--- src/rtl/vga_timing_gen.sv ---
`default_nettype none
// ============================================================================
//  Module   : vga_timing_gen
//  Purpose  : Raster timing generator. Produces pixel coordinates, the
//             display-active qualifier, active-low sync pulses and the
//             frame_start / line_end strobes. Every output is registered
//             and describes the same (DrawX, DrawY) in any given cycle.
//  Ports    : vga_clk      in   pixel clock
//             reset        in   asynchronous active-high reset
//             DrawX        out  horizontal position, 0..H_TOTAL-1
//             DrawY        out  vertical position, 0..V_TOTAL-1
//             hs / vs      out  horizontal / vertical sync, active low
//             blank        out  1 = visible pixel
//             frame_start  out  pulse at (0,0)
//             line_end     out  pulse at DrawX = H_TOTAL-1
//  Revision : 1.0  initial release
// ============================================================================
module vga_timing_gen #(
    parameter int H_ACTIVE = 640,
    parameter int H_FP     = 16,
    parameter int H_SYNC   = 96,
    parameter int H_BP     = 48,
    parameter int V_ACTIVE = 480,
    parameter int V_FP     = 10,
    parameter int V_SYNC   = 2,
    parameter int V_BP     = 33
) (
    input  logic       vga_clk,
    input  logic       reset,
    output logic [9:0] DrawX,
    output logic [9:0] DrawY,
    output logic       hs,
    output logic       vs,
    output logic       blank,
    output logic       frame_start,
    output logic       line_end
);

    localparam int H_TOTAL = H_ACTIVE + H_FP + H_SYNC + H_BP;
    localparam int V_TOTAL = V_ACTIVE + V_FP + V_SYNC + V_BP;

    localparam logic [9:0]  c_H_LAST     = 10'(H_TOTAL - 1);
    localparam logic [9:0]  c_V_LAST     = 10'(V_TOTAL - 1);
    // Region bounds can reach 1024, so they are compared in 11 bits.
    localparam logic [10:0] c_H_ACT      = 11'(H_ACTIVE);
    localparam logic [10:0] c_HS_START   = 11'(H_ACTIVE + H_FP);
    localparam logic [10:0] c_HS_END     = 11'(H_ACTIVE + H_FP + H_SYNC);
    localparam logic [10:0] c_V_ACT      = 11'(V_ACTIVE);
    localparam logic [10:0] c_VS_START   = 11'(V_ACTIVE + V_FP);
    localparam logic [10:0] c_VS_END     = 11'(V_ACTIVE + V_FP + V_SYNC);

    // Coordinates are 10 bits wide; larger rasters cannot be represented.
    generate
        if (H_TOTAL > 1024 || V_TOTAL > 1024) begin : g_bad_params
            $error("vga_timing_gen: H_TOTAL and V_TOTAL must not exceed 1024");
        end
    endgenerate

    logic [9:0]  h_q, v_q;
    logic [9:0]  h_d, v_d;
    logic [10:0] hx_d, vy_d;
    logic        hs_d, vs_d, blank_d, fs_d, le_d;

    // Next position. The outputs are computed from the next position so
    // that the registered outputs line up with the registered coordinates.
    always_comb begin
        h_d     = (h_q == c_H_LAST) ? 10'd0 : h_q + 10'd1;
        v_d     = v_q;
        if (h_q == c_H_LAST) begin
            v_d = (v_q == c_V_LAST) ? 10'd0 : v_q + 10'd1;
        end
        hx_d    = {1'b0, h_d};
        vy_d    = {1'b0, v_d};
        hs_d    = !((hx_d >= c_HS_START) && (hx_d < c_HS_END));
        vs_d    = !((vy_d >= c_VS_START) && (vy_d < c_VS_END));
        blank_d = (hx_d < c_H_ACT) && (vy_d < c_V_ACT);
        fs_d    = (h_d == 10'd0) && (v_d == 10'd0);
        le_d    = (h_d == c_H_LAST);
    end

    // Counters park on the last pixel of the frame during reset so that the
    // first edge after release lands exactly on (0,0).
    always_ff @(posedge vga_clk or posedge reset) begin
        if (reset) begin
            h_q         <= c_H_LAST;
            v_q         <= c_V_LAST;
            DrawX       <= 10'd0;
            DrawY       <= 10'd0;
            hs          <= 1'b1;
            vs          <= 1'b1;
            blank       <= 1'b0;
            frame_start <= 1'b0;
            line_end    <= 1'b0;
        end else begin
            h_q         <= h_d;
            v_q         <= v_d;
            DrawX       <= h_d;
            DrawY       <= v_d;
            hs          <= hs_d;
            vs          <= vs_d;
            blank       <= blank_d;
            frame_start <= fs_d;
            line_end    <= le_d;
        end
    end

endmodule
`default_nettype wire

--- config.mk ---
export PLATFORM = sky130hd
export DESIGN_NAME = vga_timing_gen
export DESIGN_NICKNAME = d
export VERILOG_FILES = /design/src/rtl/vga_timing_gen.sv
export SDC_FILE = /design/constraint.sdc
export NUM_CORES = 1
export LEC_CHECK = 0
export CAP_MARGIN = 20
export CELL_PAD_IN_SITES_DETAIL_PLACEMENT = 0
export CELL_PAD_IN_SITES_GLOBAL_PLACEMENT = 1
export CORE_ASPECT_RATIO = 1.75
export CORE_MARGIN = 2
export CORE_UTILIZATION = 44
export CTS_BUF_LIST = sky130_fd_sc_hd__clkbuf_8
export CTS_CLUSTER_SIZE = 10
export DETAILED_ROUTE_END_ITERATION = 8
export MAX_ROUTING_LAYER = met4
export PLACE_DENSITY_LB_ADDON = 0.1
export SLEW_MARGIN = 5
export SYNTH_ARGS = -nofsm -noshare
export SYNTH_HDL_FRONTEND = slang
export SYNTH_SLANG_ARGS = --single-unit
export TNS_END_PERCENT = 30
--- constraint.sdc ---
create_clock -name vga_clk -period 3.4 [get_ports vga_clk]
set_input_delay 0.68 -clock vga_clk [delete_from_list [all_inputs] [get_ports vga_clk]]
set_output_delay 0.68 -clock vga_clk [all_outputs]
set_load 0.03 [all_outputs]
==> metrics, run 1 <==
status=complete, no violations; Mapped Cells=183; Skew-Pair Late Insertion Delay=0.29 ns; internal power=0.559 mW; post-synth top area share=0.308; worst-path fanout max=11; Routed WL=4.15 mm; Util after Layout=0.526; Leakage Power=0.865 nW; Slew headroom=0.586; synthesized flop and latch total=35; Port Buffers=26; Place WS=0.553 ns; starting density of the core=0.454; Critical Path Source Type=flop; Buf/Inv on CP=0; 1st-pass router iterations=4; DRC Markers=0; Hold Path Class=reg2reg; Post-synth top cells=23 x dfrtp_1, 13 x nand2_1, 12 x dfstp_2, 12 x inv_1, 12 x nor2_1; CTS buffer count=5; layout cell share with drive strength beyond 1=0.155; clk buf depth=2; syn_area_per_cell=10.2 um^2; clock transition at the registers of the reported paths=0.07 ns; clock sink count=35; die width=53.2 um; drt wl/cell=16.7 um; placed insts=241; Worst setup EP type=flop; area growth from synthesis to layout=15.9%; GPL Wtd Cong=0.882; synthesized area=1870 um^2; Worst VDD drop=0.000285 V; first-pass GRT wire length=6.83 mm; Mapped Nets=189; post-route ant nets=0; GRT Resource Usage Total=0.202; power share of the combinational group=0.013; H-Tree Depth=2; Reg2Reg Depth=7; Final Hold Violating Endpoints=0; DP Area=2080 um^2; vias per cell=5.75; post-synthesis cell type count=45; RSZ-0062 raised after global routing=false; Setup WS post-layout=0.528 ns; gr ovfl total=0; Hold Slack=0.559 ns; slowest CP cell=dfstp_2; TritonCTS clock tree=yes; ys flop type=dfrtp_1; post-layout min period=2.87 ns; DIE AREA=4800 um^2; hpwl dp=3.04 mm; CP Depth=7; PwrDens=332 nW/um^2; largest net degree at the start of global routing=36; Cells on Worst Hold Path=2; worst path required time=3.60 ns; Nets=205; Clk network pwr share=0.405; Final Setup Violations=0; Post-CTS Setup Inserts=0; post-cts gate resize count=0; max-cap violations=0; worst path cell trace=ha_1 -> and4_1 -> and3_1 -> nand3_1 -> xnor2_1 -> or4_4 -> nor4b_4; vias in the first global route=1,400; PnR Total Power=0.717 mW; CP arrival=3.08 ns; sequential area share after synthesis=0.477; I/O Pins=27; most frequent cell after synthesis=dfrtp_1; Tcrit/Tclk final=0.845; CTS root buf=clkbuf_8; initial antenna violation count=0; Row Count=31; Design Area, Final=2160 um^2; fin cells=249; Worst path top cell family by delay=simple AND/OR/NAND/NOR gates; initial drt markers=19; Switching Fraction=0.221; Worst Max-Slew Pin Slew=0.618 ns; Core ar.=4110 um^2; ANT cells=0; Seq pwr share=0.581; Area contributors post-synth=dfrtp_1 31%, dfstp_2 17%, xnor2_1 4.7%, buf_4 4.4%, ha_1 2.7%; CP max stage delay=0.57 ns; Crit Path Class=reg2reg; CTS Hold Bufs=0; Async SR Flop Fraction=1.00; worst clock skew=0.00703 ns; Sw Pwr=0.158 mW; Setup TNS Final=0 ns; fmax=348 MHz; synthesis warning total=0; Slew Limit Fails=0; Die H=90.2 um; Post-synth EDFFs=0; via count=1,431; Filler cells=396; largest area contributor in the netlist=dfrtp_1
cells by family (layout without fill, tap and decap cells):
kind of cell | after synthesis | after routing | synth area share
compound gates | 29 | 29 | 0.111
xor+xnor | 14 | 14 | 0.0657
fa+ha+maj | 4 | 4 | 0.0268
buf+inv | 31 | 48 | 0.0912
flops | 35 | 35 | 0.477
simple gates | 70 | 70 | 0.229
power by group through the flow:
stage	Combinational, mW	Sequential (mW)	Clock [mW]
2_1_floorplan	0.00601	0.424	0
3_3_place_gp	0.00996	0.424	0
3_5_place_dp	0.0106	0.424	0
4_1_cts	0.0105	0.417	0.301
5_1_grt	0.0121	0.417	0.323
6_report	0.00964	0.417	0.291
per-layer routing:
| layer | wire, um | vias to the layer above | global-route usage |
|---|---|---|---|
| met4 | 185 | 0 | 0.120 |
| met5 | 0 | - | - |
| met2 | 2300 | 28 | 0.320 |
| li1 | - | 667 | - |
| met1 | 1570 | 723 | 0.222 |
| met3 | 101 | 13 | 0.0465 |
path summary, 6_finish.rpt:
path | slack (ns) | end | startpoint
max | 0.53 | frame_start | h_q[0]
min | 0.56 | line_end | h_q[4]
max reg2reg | 0.53 | frame_start | h_q[0]
min reg2reg | 0.56 | line_end | h_q[4]
max in group asynchronous | 2.28 | hs | reset
min in group asynchronous | 0.78 | DrawX[0] | reset
sequential cells by signal (all words and copies together) (netlist names):
signal and cells:
blank 1, vs 1, line_end 1, DrawX 7, frame_start 1, hs 1
DrawY 3, v_q 10, h_q 10
layout make-up:
cell class                 count  area [um^2]  area share
sequential                    35          891       0.412
tap                           49         61.3      0.0283
clock buffer                   5         68.8      0.0318
timing repair buffer          28          275       0.127
inverter                      12         45.0      0.0208
clock inverter                 3         16.3     0.00752
multi-input combinational    117          806       0.372
layout by cell type, fill, tap and decap left out, types with 4 or more instances in the layout:
| cell | synthesis | layout |
|---|---|---|
| nand2_1 | 13 | 13 |
| xor2_1 | 4 | 4 |
| dfstp_2 | 12 | 12 |
| dfrtp_1 | 23 | 23 |
| nor2_1 | 12 | 12 |
| o21ai_0 | 7 | 7 |
| nand4_1 | 8 | 8 |
| clkdlybuf4s50_1 | 0 | 26 |
| a31oi_1 | 5 | 5 |
| inv_1 | 12 | 13 |
| nand3_1 | 10 | 10 |
| ha_1 | 4 | 4 |
| clkbuf_8 | 0 | 5 |
| xnor2_1 | 10 | 10 |
worst min-delay path: cells and delay by family, from the launching register on:
kind	cells	cell delay, ns
simple gates	2	0.13
flops	1	0.40
No activity file was read; power rests on OpenSTA's default activity.
==> inputs of run 2 (changes only) <==
==> constraint.sdc (replaced) <==
create_clock -name vga_clk -period 2.82 [get_ports vga_clk]
set_input_delay 0.564 -clock vga_clk [delete_from_list [all_inputs] [get_ports vga_clk]]
set_output_delay 0.564 -clock vga_clk [all_outputs]
set_load 0.03 [all_outputs]
==> run 2 against run 1 <==
Sequential power grew 21%. Clock skew shrank 0.0031 ns. Global-route usage grew 0.14 points. Total power grew 37%. Largest cell class unchanged. Highest routed layer unchanged.
==> metrics, run 2 (synthesis gave the netlist of run 1 again) <==
clock sink count=35; vias in the first global route=1,425; worst path required time=3.02 ns; worst r2r src=h_q[1]; fmax=382 MHz; CTS buffer count=5; Slew headroom=0.644; initial antenna violation count=0; 1st-pass router iterations=4; DIE AREA=4800 um^2; DP Area=2160 um^2; Crit Path Class=reg2reg; starting density of the core=0.454; hpwl dp=3.30 mm; CP arrival=2.82 ns; Nets=216; DRC Markers=0; gr ovfl total=0; Largest regs=h_q: 10 flops, v_q: 10 flops, DrawX: 7 flops; Worst Max-Slew Pin Slew=0.527 ns; largest net degree at the start of global routing=36; worst clock skew=0.00395 ns; Core ar.=4110 um^2; ANT cells=0; status=complete, no violations; Slew Limit Fails=0; clk buf depth=2; Hold Path Class=reg2reg; Post-CTS Setup Inserts=0; Design Area, Final=2290 um^2; Final Setup Violations=0; Port Buffers=26; GPL Wtd Cong=0.947; PwrDens=430 nW/um^2; Critical Path Start=h_q[1]; drt wl/cell=16.5 um; Hold Startpoint=h_q[4]; Skew-Pair Late Insertion Delay=0.29 ns; CTS root buf=clkbuf_8; area growth from synthesis to layout=22.6%; PnR Total Power=0.985 mW; Critical Path Source Type=flop; RSZ-0062 raised after global routing=false; via count=1,416; post-layout min period=2.62 ns; Routed WL=4.29 mm; post-route ant nets=0; commonest non-fill, non-tap cells in the layout=26 x clkdlybuf4s50_1, 23 x dfrtp_1, 13 x nand2_1, 13 x buf_4; I/O Pins=27; Tcrit/Tclk final=0.928; Setup TNS Final=0 ns; most common cell after layout, fill and taps aside=clkdlybuf4s50_1; layout cell share with drive strength beyond 1=0.209; Final Hold Violating Endpoints=0; die width=53.2 um; Leakage Power=0.936 nW; TritonCTS clock tree=yes; Die H=90.2 um; vias per cell=5.45; Worst VDD drop=0.000534 V; clock transition at the registers of the reported paths=0.07 ns; Worst setup EP type=flop; reg2reg setup slack=0.20 ns; GRT Resource Usage Total=0.204; initial drt markers=28; Row Count=31; worst-path fanout max=7; H-Tree Depth=2; max-cap violations=0; first-pass GRT wire length=6.96 mm
run 2: through the flow:
stage	utilization	hold WS (ns)	instances	setup slack [ns]
4_1_cts	0.555	0.572	260	0.140
2_1_floorplan	-	0.512	183	0.310
6_report	0.557	0.563	260	0.203
3_3_place_gp	0.526	0.568	252	0.255
3_5_place_dp	0.526	0.565	252	0.162
5_1_grt	0.557	0.594	260	0.0325
run 2: metal layers:
layer  vias to the layer above  track usage  part of all wire
met1                       695        0.220              0.37
met3                         7       0.0299             0.024
met5                         -            -                 0
met2                        26        0.354              0.58
met4                         0       0.0833             0.020
li1                        688            -                 -
run 2: worst paths after layout:
path                               end  depth (start not counted)
min in group asynchronous     DrawX[9]                          3
max in group asynchronous           hs                          3
hold reg to reg               line_end                          2
setup / recovery           frame_start                          7
hold / removal                line_end                          2
setup reg to reg           frame_start                          7
run 2: report_power, final:
part / switching, mW / total, mW / internal (mW)
Clock: 0.180 / 0.470 / 0.290
Sequential: 0 / 0.503 / 0.503
Combinational: 0.00954 / 0.0118 / 0.00222
run 2: area by class of cell:
type                       instances  area [um^2]
inverter                          12         45.0
timing repair buffer              39          358
multi-input combinational        117          812
sequential                        35          891
fill                             383         1820
tap                               49         61.3
clock buffer                       6         82.6
clock inverter                     2         38.8
run 2: what timing repair did:
item	4_1_cts	5_1_grt
hold buffers	0	0
endpoints found under the setup margin	0	1
resized for setup	0	1
run 2: critical path, stage by stage (launching register included):
cell	delay, ns
dfstp_2	0.57
ha_1	0.29
nand4_1	0.21
nor4_2	0.39
xnor2_1	0.19
o2111ai_1	0.15
or4_4	0.52
nor4b_4	0.21
==> inputs of run 3 (changes only) <==
--- a/config.mk
+++ b/config.mk
@@ -12,6 +12,7 @@
 export CORE_MARGIN = 2
 export CORE_UTILIZATION = 44
 export CTS_BUF_LIST = sky130_fd_sc_hd__clkbuf_8
+export CTS_CLUSTER_DIAMETER = 30
 export CTS_CLUSTER_SIZE = 10
 export DETAILED_ROUTE_END_ITERATION = 8
 export MAX_ROUTING_LAYER = met4
==> results of run 3 <==
The final DEF is identical to that of run 2; final timing and power are the same.
